$ cat config.mk
export PLATFORM = sky130hd
export DESIGN_NAME = jpeg_bitpacker
export DESIGN_NICKNAME = d
export VERILOG_FILES = /design/src/rtl/jpeg_bitpacker.sv
export SDC_FILE = /design/constraint.sdc
export NUM_CORES = 1
export LEC_CHECK = 0
export CORE_UTILIZATION = 54
export DETAILED_ROUTE_END_ITERATION = 10
export PLACE_DENSITY = 0.9
export SLEW_MARGIN = 30
export SYNTH_ARGS = -nofsm -noshare
export SYNTH_HDL_FRONTEND = slang
export SYNTH_SLANG_ARGS = --single-unit
$ cat constraint.sdc
create_clock -name clock -period 4.1 [get_ports clock]
set_input_delay 0.41 -clock clock [delete_from_list [all_inputs] [get_ports clock]]
set_output_delay 0.41 -clock clock [all_outputs]
set_load 0.02 [all_outputs]
$ cat src/rtl/jpeg_bitpacker.sv
// Packs right-aligned variable-length Huffman codes MSB-first into a byte stream,
// inserting a 0x00 after every 0xFF and padding with 1s on flush.
module jpeg_bitpacker #(
    parameter int unsigned CODE_WIDTH = 16,
    parameter int unsigned ACC_WIDTH  = 32
) (
    input  logic                  clock,
    input  logic                  reset_n,
    input  logic                  code_valid,
    output logic                  code_ready,
    input  logic [CODE_WIDTH-1:0] code_data,
    input  logic [4:0]            code_len,
    input  logic                  flush,
    output logic                  out_valid,
    input  logic                  out_ready,
    output logic [7:0]            out_byte,
    output logic                  flush_done,
    output logic                  busy
);

    localparam int unsigned CntW = $clog2(ACC_WIDTH + 1);
    localparam logic [CntW-1:0] AccBits  = CntW'(ACC_WIDTH);
    localparam logic [CntW-1:0] ReadyMax = CntW'(ACC_WIDTH - CODE_WIDTH);
    localparam logic [CntW-1:0] ByteBits = CntW'(8);

    typedef enum logic [1:0] {StRun, StPad, StDrain, StDone} state_e;

    state_e                state_q, state_d;
    logic [ACC_WIDTH-1:0]  acc_q, acc_d;
    logic [CntW-1:0]       bit_cnt_q, bit_cnt_d;
    logic                  stuff_q, stuff_d;
    logic                  out_valid_q, out_valid_d;
    logic [7:0]            out_byte_q, out_byte_d;

    logic                  slot_free;
    logic                  emit;
    logic                  accept;
    logic [ACC_WIDTH-1:0]  acc_sh;
    logic [CntW-1:0]       cnt_sh;
    logic [CntW-1:0]       code_len_eff;
    logic [CODE_WIDTH-1:0] code_mask;
    logic [CntW-1:0]       pad_len;
    logic [7:0]            pad_field;
    logic [ACC_WIDTH-1:0]  app_val;
    logic [CntW-1:0]       app_len;
    logic [CntW-1:0]       app_shift;

    assign code_ready = (state_q == StRun) && (bit_cnt_q <= ReadyMax) && reset_n;
    assign accept     = code_valid && code_ready;
    assign out_valid  = out_valid_q;
    assign out_byte   = out_byte_q;
    assign flush_done = (state_q == StDone);
    assign busy       = (state_q != StRun) || (bit_cnt_q != '0) || out_valid_q || stuff_q;

    always_ff @(posedge clock) begin
        if (!reset_n) begin
            state_q     <= StRun;
            acc_q       <= '0;
            bit_cnt_q   <= '0;
            stuff_q     <= 1'b0;
            out_valid_q <= 1'b0;
            out_byte_q  <= 8'h00;
        end else begin
            state_q     <= state_d;
            acc_q       <= acc_d;
            bit_cnt_q   <= bit_cnt_d;
            stuff_q     <= stuff_d;
            out_valid_q <= out_valid_d;
            out_byte_q  <= out_byte_d;
        end
    end

    always_comb begin
        state_d     = state_q;
        stuff_d     = stuff_q;
        out_valid_d = out_valid_q;
        out_byte_d  = out_byte_q;
        emit        = 1'b0;
        slot_free   = !out_valid_q || out_ready;

        // Stuff byte wins over fresh data so 0xFF is always followed by 0x00.
        if (slot_free) begin
            if (stuff_q) begin
                out_byte_d  = 8'h00;
                out_valid_d = 1'b1;
                stuff_d     = 1'b0;
            end else if (bit_cnt_q >= ByteBits) begin
                emit        = 1'b1;
                out_byte_d  = acc_q[ACC_WIDTH-1 -: 8];
                out_valid_d = 1'b1;
                stuff_d     = (acc_q[ACC_WIDTH-1 -: 8] == 8'hFF);
            end else begin
                out_valid_d = 1'b0;
            end
        end

        acc_sh = emit ? (acc_q << 8) : acc_q;
        cnt_sh = emit ? (bit_cnt_q - ByteBits) : bit_cnt_q;

        if (int'(code_len) > CODE_WIDTH) begin
            code_len_eff = CntW'(CODE_WIDTH);
        end else begin
            code_len_eff = CntW'(code_len);
        end
        for (int i = 0; i < CODE_WIDTH; i++) begin
            code_mask[i] = (i < int'(code_len_eff));
        end

        pad_len = (cnt_sh[2:0] == 3'd0) ? '0 : CntW'(4'd8 - {1'b0, cnt_sh[2:0]});
        for (int i = 0; i < 8; i++) begin
            pad_field[i] = (i < int'(pad_len));
        end

        app_val = '0;
        app_len = '0;
        if (state_q == StRun && accept) begin
            app_val = ACC_WIDTH'(code_data & code_mask);
            app_len = code_len_eff;
        end else if (state_q == StPad) begin
            app_val = ACC_WIDTH'(pad_field);
            app_len = pad_len;
        end

        // New bits land directly below the bits surviving this cycle's emit.
        app_shift = AccBits - cnt_sh - app_len;
        acc_d     = acc_sh | (app_val << app_shift);
        bit_cnt_d = cnt_sh + app_len;

        case (state_q)
            StRun: begin
                if (flush) state_d = StPad;
            end
            StPad: begin
                state_d = StDrain;
            end
            StDrain: begin
                if (bit_cnt_q == '0 && !stuff_q && slot_free) state_d = StDone;
            end
            StDone: begin
                acc_d     = '0;
                bit_cnt_d = '0;
                state_d   = StRun;
            end
            default: begin
                state_d = StRun;
            end
        endcase
    end

endmodule

# --- Yosys cells after proc, flatten, opt, wreduce, memory -nomap -nowiden ---
# Index checks and enable logic that the tools add are counted.
classes:
  add_sub_neg: 5
  n_mul: 0
  div_mod_pow: 0
  n_lt_le_gt_ge: 27
  n_eq_ne: 6
  shifts: 1
  n_mux: 19
  bitwise_logic: 3
  n_reduce_logical: 21
ops:
  columns: ["op", "count"]
  rows:
  - ["$lt A3 B6 Y1 const A", 8]
  - ["$lt A4 B6 Y1 const A", 8]
  - ["$mux W32", 1]
  - ["$or A32 B32 Y32", 1]
  - ["$shl A32 B6 Y32", 1]
  - ["$lt A1 B6 Y1 const A", 4]
  - ["$lt A2 B6 Y1 const A", 4]
  - ["$mux W6", 4]
  - ["$mux W8", 3]
  - ["$and A16 B16 Y16", 1]
  - ["$mux W16", 1]
  - ["$eq A8 B8 Y1 const B", 1]
  - ["$pmux W2 S4", 1]
  - ["$add A6 B6 Y6", 1]
  - ["$ge A6 B4 Y1 const B", 1]
  - ["$le A6 B5 Y1 const B", 1]
  - ["$logic_and A1 B1 Y1", 6]
  - ["$logic_not A6 Y1", 1]
  - ["$mux W1", 6]
  - ["$reduce_bool A6 Y1", 1]
  - ["$sub A6 B4 Y6 const B", 1]
  - ["$sub A6 B6 Y6", 1]
  - ["$sub A6 B6 Y6 const A", 1]
  - ["$gt A5 B5 Y1 const B", 1]
  - ["14 further kinds", 23]
word_totals:
  ff_bits: 50
  latch_bits: 0
  ram_bits: 0
  romBits: 0
  in_bits: 26
  output_inout_bits: 12
  wordCells: 88
  n_memories: 0

# --- Logic depth before layout (Yosys ltp) ---
# Gate-level depths: netlist of the first run.
logic_depth:
  depth_word: 12
  mapped_depth: 23
  mapped_depth_nobuf: 17

# --- Least setup slack after synthesis of the first run ---
# OpenSTA, ideal clock, no wires.
synth_path:
  path_type: "register -> register"
  start: "register bit_cnt_q[0]"
  end: "register acc_q[28]"
  setup_ps: 123
  arrival_time_ps: 4375
  required_time_ps: 3977
  setup_slack_ps: -397
  path_stages_with_launch: 24
  path_buffers: 7
  period_less_slack_ps: 4497
  cell_sequence: "dfxtp_1 > clkbuf_1 > inv_1 > ha_1 > or3b_1 > buf_2 > a21o_1 > buf_6 > buf_2 > a31o_2 > ha_1 > inv_1 > ha_1 > fa_1 > clkbuf_1 > inv_1 > o21ai_0 > o2111ai_1 > xor2_1 > clkbuf_1 > nor3_1 > clkbuf_1 > a41oi_1 > o21ai_1"
synth_between:
  elab_chain_cells: 12
  word_cells_on_any_way: 31
  cone_classes: "add/sub: 4; order compare: 10; shift: 1; mux: 10; bitwise: 1; reduce/logical: 5"
synth_lines:
  columns: ["element", "line", "source"]
  rows:
  - ["from (decl)", "30", "logic [CntW-1:0] bit_cnt_q, bit_cnt_d;"]
  - ["from (signal assigned)", "66", "bit_cnt_q <= bit_cnt_d;"]
  - ["$ge A6 B4 Y1", "87", "end else if (bit_cnt_q >= ByteBits) begin"]
  - ["$mux W1", "87", null]
  - ["$mux W1", "83", "if (stuff_q) begin"]
  - ["$mux W1", "82", "if (slot_free) begin"]
  - ["$mux W6", "98", "cnt_sh = emit ? (bit_cnt_q - ByteBits) : bit_cnt_q;"]
  - ["$sub A4 B3 Y5 / $logic_not A3 Y1 (equally long branches)", "109", "pad_len = (cnt_sh[2:0] == 3'd0) ? '0 : CntW'(4'd8 - {1'b0, cnt_sh[2:0]});"]
  - ["$mux W6", "109", null]
  - ["$mux W6 (tied with other cells)", "119", "end else if (state_q == StPad) begin"]
  - ["$mux W6 / $mux W8 (equally long branches)", "116, 119", null]
  - ["$sub A6 B6 Y6 / $mux W16 (equally long branches)", "125, 116", null]
  - ["$shl A32 B6 Y32", "126", "acc_d = acc_sh | (app_val << app_shift);"]
  - ["$or A32 B32 Y32 *", "126", null]
  - ["to (signal assigned)", "58", "acc_q <= '0;"]
  - ["to (signal assigned)", "65", "acc_q <= acc_d;"]
  - ["to (decl)", "29", "logic [ACC_WIDTH-1:0] acc_q, acc_d;"]
# Every way passes the cells marked *; elsewhere a longest branch is shown, timed or not.
# A chain may end at the register's enable or synchronous reset.

# --- Worst setup path in the final report of the first run ---
layout_path:
  start: "register bit_cnt_q[1]"
  end: "register acc_q[16]"
# The elaborated chain is that of the path after synthesis.

==> results.toml, run 1 <==
[run_status]
outcome = "finished, final reports clean"

[worst_setup_path]
crit_buf_inv = 3
critPathCaptureType = "register"
arrival_ns = 4.26
path_cells = "inv_1 > ha_4 > or3b_4 > a21o_4 > a31o_4 > ha_4 > inv_1 > ha_2 > fa_2 > inv_2 > o21ai_0 > o2111ai_1 > xor2_1 > nor3_1 > nand2_1 > o221ai_1"
slowest_stage = "nor3_1"
required_ns = 4.33
max_stage_delay_ns = 0.53
critPathLaunchType = "register"
crit_family = "simple AND/OR/NAND/NOR gates"
cp_max_fo = 8
critPathKind = "reg2reg"

[synth]
synth-async-reset-ratio_pct = 0
yosys_warnings = 0
synth_mux_area_share_pct = 10.74
synth_top_cell_by_area = "dfxtp_1"
syn_area_um2 = 4462
synth_top_family_by_area = "compound AO/OA/AOI/OAI gates"
synth-compound-area-share_pct = 29.53
synthTopCellsByArea = "dfxtp_1 (22%), ha_1 (6.2%), mux2i_1 (5.6%)"
synth_simple_gate_area_share_pct = 20.89
yosysSeqAreaShare_pct = 22.43
synthCells = 576
synth_top_area_share_pct = 22.43
ys_ff_latch = 50
synth-adder-area-share_pct = 7.740
synth_fp_nets = 627
synth.distinct_cells = 72
synth_flop_cell = "dfxtp_1"
synth-xor-area-share_pct = 2.356
synth-edff-count = 0
netlist_top_cells_count = "nor2_1 (60), dfxtp_1 (50), nand2_1 (50), clkbuf_1 (35), a21oi_1 (29)"
avgSynthCellArea_um2 = 7.746
yosysMostFrequentCell = "nor2_1"

[final_layout]
n_antenna_cell = 0
fillers = 667
drive_above_1_share_pct = 16.40
multi_input_area_um2 = 3277
area_growth_syn_to_layout_pct = 20.36
final-seq-area_um2 = 1001
final_net_count = 678

[cts]
cts_sinks = 50
numCtsBuffers = 5
clockBufferDepth = 2
clk_pin_slew_ns = 0.11
cts-root-buf = "clkbuf_8"
cts_tree = "yes"
htreeDepth = 2
clock_latency_ns = 0.32

[routing]
wl_um = 14250
vias = 4827
firstDrtPassIters = 5
wire_per_inst_um = 19.52
drt_iter0_drc = 550
drc = 0
ant_nets = 0
vias_per_cell = 6.612

[sta]
max_slew.worst_pin.slew_ns = 0.7635
rsz0062_at_grt = "yes"
hold_viol = 0
setup_viol = 0
setup_ws_ns = 0.06851
max_freq_mhz = 248.0
period_needed_ns = 4.031
whs_ns = 0.4673
fin_crit_sh_pct = 98.33
slew_headroom_pct = 48.45
finClkSkew_ns = 0.01497
maxSlewViolCount = 0

[grt]
grt_pass1_vias = 4636
overflow = 0
antenna_found_initial = 0
grt_max_degree = 31
grt_pass1_wl_um = 22910
track_usage_pct = 33.69

[floorplanning]
core_um2 = 7848
die-width_um = 92.90
die_h_um = 92.90
io_pins = 38
fp-row-count = 32
die_area_um2 = 8630
initial_utilization_pct = 56.86

[place]
post-dp-hpwl_um = 11090
gp_congestion = 1.044
place_ws_ns = -0.01489
io_buffer_count = 37

[min_path]
hp-class = "reg2reg"

[flow_run]
cap_violations = 0
[tightest hold or removal path, cell delays in order, from the launching register on]
cell,delay (ns)
dfxtp_1,0.32
nand2_1,0.05
a21oi_1,0.05
[metrics by stage]
step           area (um2)  utilization, %  std cells   TNS, ns
6_report             5370           68.43        730         0
5_1_grt              5370           68.43        730  -0.05975
4_1_cts              5321           67.81        729         0
3_5_place_dp         5224           66.57        721  -0.01489
3_3_place_gp         5224           66.57        721         0
2_1_floorplan        4573               -        576         0
[cell families (layout without fill, tap and decap cells)]
| kind of cell | count (synthesis) | after routing |
|---|---|---|
| adders and majority gates | 26 | 26 |
| AOI/OAI and AO/OA | 185 | 185 |
| muxes | 39 | 39 |
| buffers and inverters | 72 | 124 |
| and+or+nand+nor | 192 | 192 |
| xor gates and xnor gates | 12 | 12 |
| DFF | 50 | 50 |
[layer usage]
| layer | share of wire, % | GRT usage [%] |
|---|---|---|
| met1 | 40 | 41.00 |
| met2 | 48 | 56.56 |
| met3 | 7.0 | 5.993 |
| met4 | 4.7 | 17.18 |
| met5 | 0 | 0 |
[worst paths after layout]
kind | from | end | slack (ns) | cells after the start
worst min register to register | acc_q[5] | acc_q[5] | 0.47 | 2
worst min-delay path | acc_q[5] | acc_q[5] | 0.47 | 2
worst max-delay path | bit_cnt_q[1] | acc_q[16] | 0.07 | 16
worst max register to register | bit_cnt_q[1] | acc_q[16] | 0.07 | 16
[cell usage in the layout, fill, tap and decap left out, drive strengths merged, types with 11 or more instances in the layout]
cell,Yosys,layout
a31oi,11,11
a211oi,11,11
nor3,14,14
a21oi,30,30
ha,22,22
clkdlybuf4s50,0,37
mux2i,25,25
buf,8,50
inv,28,29
nand3,12,12
o22ai,11,11
o21ai,28,28
nor2,60,60
nand2,50,50
nor2b,13,13
dfxtp,50,50
[registers in the layout, summed over array words and instances (netlist names)]
signal	count
acc_q	32
out_byte	8
out_valid	1
stuff_q	1
bit_cnt_q	6
state_q	2
[what timing repair did]
action                     4_1_cts  5_1_grt
setup endpoints to repair        0       25
buffers inserted                 0        1
resized for setup                0        9
hold buffers                     0        0
[layout make-up]
class                           count  share of cell area (%)
Timing Repair Buffer               87                   14.12
Clock inverter                      3                  0.5359
Tap cell                          102                   2.377
Multi-Input combinational cell    454                   61.02
Clock buffer                        5                   1.281
Inverter                           29                   2.027
Sequential cell                    50                   18.64
Power of run 1 is left out: the tool's default activity adds up to more than one toggle a clock period on the data nets, which glitch-free logic cannot reach.
==> inputs of run 2 (changes only) <==
GPL_TIMING_DRIVEN = 0   (was unset)
==> run 2 against run 1 <==
Cell area grew 5.1%. Sequential cell count unchanged. Worst hold slack improved by 0.0012 ns. Critical path type unchanged. Largest cell class unchanged.
==> results.toml, run 2 (synthesis gave the netlist of run 1 again) <==
[place]
post-dp-hpwl_um = 11930
gp_congestion = 0.9526
place_ws_ns = -0.9882
io_buffer_count = 36

[routing]
vias = 5082
wl_um = 16270
drc = 0
wire_per_inst_um = 22.07
drt_iter0_drc = 532
vias_per_cell = 6.896
firstDrtPassIters = 5
ant_nets = 0

[cts]
ctsHoldBuffers = 0
cts_tree = "yes"
numCtsBuffers = 5
clockBufferDepth = 2
cts-root-buf = "clkbuf_8"
htreeDepth = 2
cts_sinks = 50
clk_pin_slew_ns = 0.11
clock_latency_ns = 0.32

[final_layout]
area_growth_syn_to_layout_pct = 26.47
final_net_count = 685
fin_util_pct = 71.91
regMostFlops = "acc_q"
drive_above_1_share_pct = 20.31
largest_register_ffs = 32
n_antenna_cell = 0
final_cell_mix = "nor2_1 (55), nand2_1 (48), dfxtp_1 (46)"
layout_commonest_cell = "nor2_1"

[floorplanning]
fp-row-count = 32
die_area_um2 = 8630
core_um2 = 7848
die_h_um = 92.90
io_pins = 38
die-width_um = 92.90
initial_utilization_pct = 56.86

[sta]
maxSlewViolCount = 0
finClkSkew_ns = 0.01424
fin_tns_setup_ns = 0
max_freq_mhz = 247.4
max_slew.worst_pin.slew_ns = 0.8228
setup_ws_ns = 0.05791
period_needed_ns = 4.042
hold_viol = 0
fin_crit_sh_pct = 98.59
setup_viol = 0
slew_headroom_pct = 45.15
whs_ns = 0.4686

[min_path]
worstHoldEndpoint = "out_byte[0]"
hold_depth = 2
holdCritStartpoint = "out_byte[0]"
hp-class = "reg2reg"

[grt]
track_usage_pct = 37.53
grt_pass1_vias = 4681
grtUsageMet3_pct = 6.404
antenna_found_initial = 0
grt_util_met1_pct = 50.61
grt_pass1_wl_um = 24780
top_usage_layer = "met2"
grtUsageMet2_pct = 58.64
grt_max_degree = 18
overflow = 0

[worst_setup_path]
arrival_ns = 4.25
cp_max_fo = 10
r2r_slack_ns = 0.06
r2r-end = "acc_q[20]"
critPathCaptureType = "register"
critPathLaunchType = "register"
reg2reg_from = "bit_cnt_q[0]"
critPathKind = "reg2reg"
worstRegToRegCells = 18
required_ns = 4.30

[flow_run]
cap_violations = 0

[run_status]
outcome = "finished, final reports clean"
run 2: metal layers:
| metal | share of wire [%] | routed length (um) |
|---|---|---|
| met1 | 42 | 6771 |
| met2 | 45 | 7343 |
| met3 | 8.9 | 1448 |
| met4 | 4.3 | 702 |
| met5 | 0 | 0 |
run 2: worst max path at each step:
stage,end,startpoint,cells past startpoint
after floorplan,acc_q[17],bit_cnt_q[0],23
after global placement,acc_q[30],reset_n,14
after detailed placement,acc_q[30],reset_n,17
after CTS,acc_q[23],bit_cnt_q[4],16
after global routing,acc_q[17],state_q[0],20
final,acc_q[20],bit_cnt_q[0],18
run 2: repair_timing:
action | 4_1_cts | 5_1_grt
setup buffers | 15 | 3
setup endpoints to repair | 32 | 32
cloned | 1 | 0
pin swaps | 15 | 8
gates resized for setup | 66 | 41
run 2: metrics by stage:
step | area [um2] | instances
finish | 5643 | 737
global route | 5643 | 737
CTS | 5473 | 735
detailed placement | 5061 | 714
global placement | 5061 | 714
floorplan | 4573 | 576
run 2: final cells by class:
type / count / area [um2]
fillers: 628 / 2205
plain buffers: 39 / 250.2
repair buffers: 55 / 506.7
flip-flops and latches: 50 / 1011
inverters: 29 / 112.6
clock inverters: 3 / 23.77
multi-input cells: 454 / 3542
well taps: 102 / 127.6
clock buffers: 5 / 68.82
run 2: worst max-delay path, cell delays in order, from the launching register on:
cell and delay (ns):
dfxtp_4 0.40, inv_4 0.07, ha_4 0.15, or3b_4 0.43, a21o_4 0.23, buf_8 0.14
a31o_4 0.25, ha_4 0.26, inv_1 0.06, ha_4 0.16, fa_2 0.45, nand4b_1 0.17
o2111ai_2 0.16, xor2_1 0.23, clkbuf_8 0.24, nor3_4 0.06, buf_6 0.17, a32oi_1 0.18
o21ai_1 0.09
Power of run 2 is left out for the same reason.
